$ cat src/rtl/sipo_deserializer.sv
// sipo_deserializer: serial-to-parallel word assembler with valid/ready output and sticky overrun flag
module sipo_deserializer #(
  parameter int WIDTH = 4,
  parameter bit MSB_FIRST = 1
) (
  input  logic                       clk,
  input  logic                       reset,
  input  logic                       serial_in,
  input  logic                       serial_valid,
  input  logic                       frame_start,
  input  logic                       out_ready,
  input  logic                       overrun_clr,
  output logic [WIDTH-1:0]           parallel_out,
  output logic                       out_valid,
  output logic [$clog2(WIDTH)-1:0]   bit_count,
  output logic                       overrun
);
  localparam int CW = $clog2(WIDTH);
  localparam logic [CW-1:0] last_idx = CW'(WIDTH - 1);
  logic [WIDTH-1:0] sr, shifted, fresh;
  logic done;
  always_comb begin
    shifted = MSB_FIRST ? {sr[WIDTH-2:0], serial_in} : {serial_in, sr[WIDTH-1:1]};
    fresh = MSB_FIRST ? {{(WIDTH-1){1'b0}}, serial_in} : {serial_in, {(WIDTH-1){1'b0}}};
    done = serial_valid && !frame_start && bit_count == last_idx;
  end
  // overrun clear is written before set so a coincident set wins
  always_ff @(posedge clk) begin
    if (reset) begin
      sr <= '0;
      parallel_out <= '0;
      out_valid <= 1'b0;
      bit_count <= '0;
      overrun <= 1'b0;
    end else begin
      if (out_valid && out_ready) out_valid <= 1'b0;
      if (overrun_clr) overrun <= 1'b0;
      if (serial_valid) begin
        sr <= frame_start ? fresh : shifted;
        bit_count <= frame_start ? CW'(1) : done ? '0 : bit_count + CW'(1);
      end
      if (done && (!out_valid || out_ready)) begin
        parallel_out <= shifted;
        out_valid <= 1'b1;
      end
      if (done && out_valid && !out_ready) overrun <= 1'b1;
    end
  end
endmodule
$ cat config.mk
export PLATFORM = sky130hd
export DESIGN_NAME = sipo_deserializer
export DESIGN_NICKNAME = d
export VERILOG_FILES = /design/src/rtl/sipo_deserializer.sv
export SDC_FILE = /design/constraint.sdc
export NUM_CORES = 1
export LEC_CHECK = 0
export ABC_AREA = 1
export CAP_MARGIN = 20
export CORE_AREA = 2 2 39 41
export DETAILED_ROUTE_END_ITERATION = 16
export DIE_AREA = 0 0 41 43
export PLACE_DENSITY_LB_ADDON = 0.15
export SLEW_MARGIN = 20
export SYNTH_ARGS = -nofsm -noshare
export SYNTH_HDL_FRONTEND = slang
export SYNTH_SLANG_ARGS = --single-unit
$ cat constraint.sdc
create_clock -name clk -period 1.1 [get_ports clk]
set_input_delay 0.22 -clock clk [delete_from_list [all_inputs] [get_ports clk]]
set_output_delay 0.22 -clock clk [all_outputs]
set_load 0.01 [all_outputs]
==> impl_metrics.yaml, run 1 <==
clocking:
  cts_hold_buf: 0
  cts_tree: "yes"
  cts_sinks: 11
  path_clk_slew_ns: 0.07
  numCtsBuffers: 3
  clock_path_buffers: 2
  clock_tree.root_cell: "clkbuf_4"
  clk-insertion-delay-late_ns: 0.27
  h-tree-depth: 1
  cts_setup_buffers: 0
sta:
  slew_headroom: 0.859
  fin_crit_ns: 1.06
  finalHoldViolCount: 0
  layout_setup_ws_ns: 0.0397
  fmax_ghz: 0.943
  period_share: 0.964
  whs_ns: 0.367
  setup_viol: 0
  drv_slew: 0
  finClkSkew_ns: 0.00528
  rsz0062_at_grt: "yes"
  worst_pin_slew_ns: 0.211
grt:
  grt.total_usage: 0.136
  grt_overflow: 0
  grt_max_degree: 10
  grt_pass1_wl_um: 1560
  met2_usage: 0.184
  grt.busiest_layer: "met2"
  grt_pass1_vias: 386
  met3_usage: 0.0314
  use_met1: 0.168
  antenna_found_initial: 0
status:
  outcome: "finished, final reports clean"
route:
  routed_wl_um: 904
  wl_per_cell_um: 8.86
  drcViolationCount: 0
  drt-pass1-iter-count: 2
  dr_total_vias: 454
  drt_iter0_markers: 2
  viasPerCell: 4.45
  ant_nets: 0
worst_setup_path:
  path_class: "register to output pin"
  crit_arrival_ns: 0.84
  cp-start-kind: "register"
  cp.required_ns: 0.88
  crit_family: "flip-flops"
  cp-end-kind: "output pin"
  cp_max_fo: 3
  crit_buf_inv: 1
  worstPathCellList: "clkdlybuf4s15_1"
  cpPeakStageDelay_ns: 0.34
  crit_path_top_delay_cell: "dfxtp_2"
floorplanning:
  core_area_mm2: 0.00138
  die_y_um: 43
  initial_utilization: 0.324
  boundaryPins: 15
  num_rows: 14
  die_w_um: 41
  dieArea_mm2: 0.00176
synthesis:
  synth_nets: 67
  syn_area_um2: 448
  synth_cell_type_count: 14
  synth_area_leaders: "dfxtp_1 49%, nand2_1 10%, a21oi_1 7.8%"
  synth-seq-cells: 11
  avgSynthCellArea_um2: 7.59
  synthCells: 59
  yosys.area.top_type: "dfxtp_1"
  yosysTopAreaCellShare: 0.492
  seq_area_frac_synth: 0.492
  synth_warnings: 0
place:
  place_ws_ns: -0.271
  placedInstanceArea_um2: 668
  place.gp.congestion: 0.809
  port_buffers: 14
  dp_hpwl_um: 717
cells_and_area:
  drive_gt1_frac: 0.233
  num_antenna_cells: 0
  fin_util: 0.512
  final_area_um2: 708
  syn2layout_area_growth_pct: 58.1
  nets: 95
pwr:
  total_power_w: 0.000780
  power_density_mw_per_mm2: 1100
  vdd_ir_drop_max_mv: 0.636
  cellLeakagePower_nw: 0.312
worst_hold_path:
  worstHoldPathType: "input port to register"
flow_run:
  cap_viol_max_count: 0
## area by class of cell
cell class / instances / area [um2]
fillers: 148 / 676
flip-flops and latches: 11 / 223
multi-input cells: 40 / 208
repair buffers: 22 / 198
inverters: 9 / 33.8
clock buffers: 4 / 26.3
well taps: 16 / 20.0
## cells in the mapped netlist
library cell  number
nand2_1           12
dfxtp_1           11
inv_1              8
nor2_1             8
a21oi_1            7
nand4_1            4
o21ai_0            2
ha_1               1
inv_2              1
nand3_1            1
nand3b_1           1
nor2_2             1
nor2_4             1
or2_2              1
## path summary, 6_finish.rpt
path / startpoint / endpoint / slack (ns) / depth (start not counted)
worst min register to register: sr[2]$_SDFFE_PP0P_ / sr[2]$_SDFFE_PP0P_ / 0.46 / 2
worst max register to register: bit_count[0]$_SDFFE_PP0P_ / parallel_out[2]$_SDFFE_PP0P_ / 0.07 / 5
worst max-delay path: bit_count[1]$_SDFFE_PP0P_ / bit_count[1] / 0.04 / 1
worst min-delay path: frame_start / bit_count[1]$_SDFFE_PP0P_ / 0.37 / 4
## state kept, by name, indices dropped and copies added (netlist names)
name	flops
bit_count	2
out_valid	1
overrun	1
parallel_out	4
sr	3
## metrics by stage
stage | cells | TNS [ns]
floorplan | 59 | 0
global placement | 97 | -2.40
detailed placement | 97 | -2.31
CTS | 101 | 0
global route | 102 | -0.0195
finish | 102 | 0
## where the power goes
group	internal, W	switching, W	leakage, nW
sequential	0.000408	0.00000643	0.0900
combinational	0.0000501	0.0000395	0.207
clock	0.000140	0.000136	0.0150
total	0.000598	0.000182	0.312
## kinds of logic (layout without fill, tap and decap cells)
group,Yosys count,count (layout),synth area share
buffers and inverters,9,35,0.0754
AOI/OAI and AO/OA,9,9,0.101
adders and majority gates,1,1,0.0279
and+or+nand+nor,29,30,0.304
DFF,11,11,0.492
## layer usage
metal  vias to the layer above  part of all wire
met1                       202              0.44
met2                         7              0.49
met4                         0             0.020
met3                         2             0.041
met5                         -                 0
li1                        243                 -
## cell usage in the layout, fill, tap and decap left out, types with 2 or more instances in the layout
| cell | count |
|---|---|
| o21ai_0 | 2 |
| buf_4 | 8 |
| clkdlybuf4s15_1 | 7 |
| dfxtp_2 | 2 |
| clkbuf_4 | 3 |
| nand4_1 | 4 |
| nand2_1 | 12 |
| inv_1 | 8 |
| nor2_4 | 2 |
| a21oi_1 | 7 |
| clkdlybuf4s50_1 | 5 |
| nor2_1 | 8 |
| dfxtp_1 | 9 |
## what timing repair did
action | CTS | global route
pin swaps | 0 | 2
resized for setup | 10 | 12
gates cloned | 0 | 1
setup endpoints to repair | 8 | 13
(Power assumes the default switching activity.)
==> run 2: changes to the inputs <==
Settings changed: ABC_CLOCK_PERIOD_IN_PS set to 1100.
==> results of run 2 <==
Final layout, timing and power as in run 1 (identical DEF).
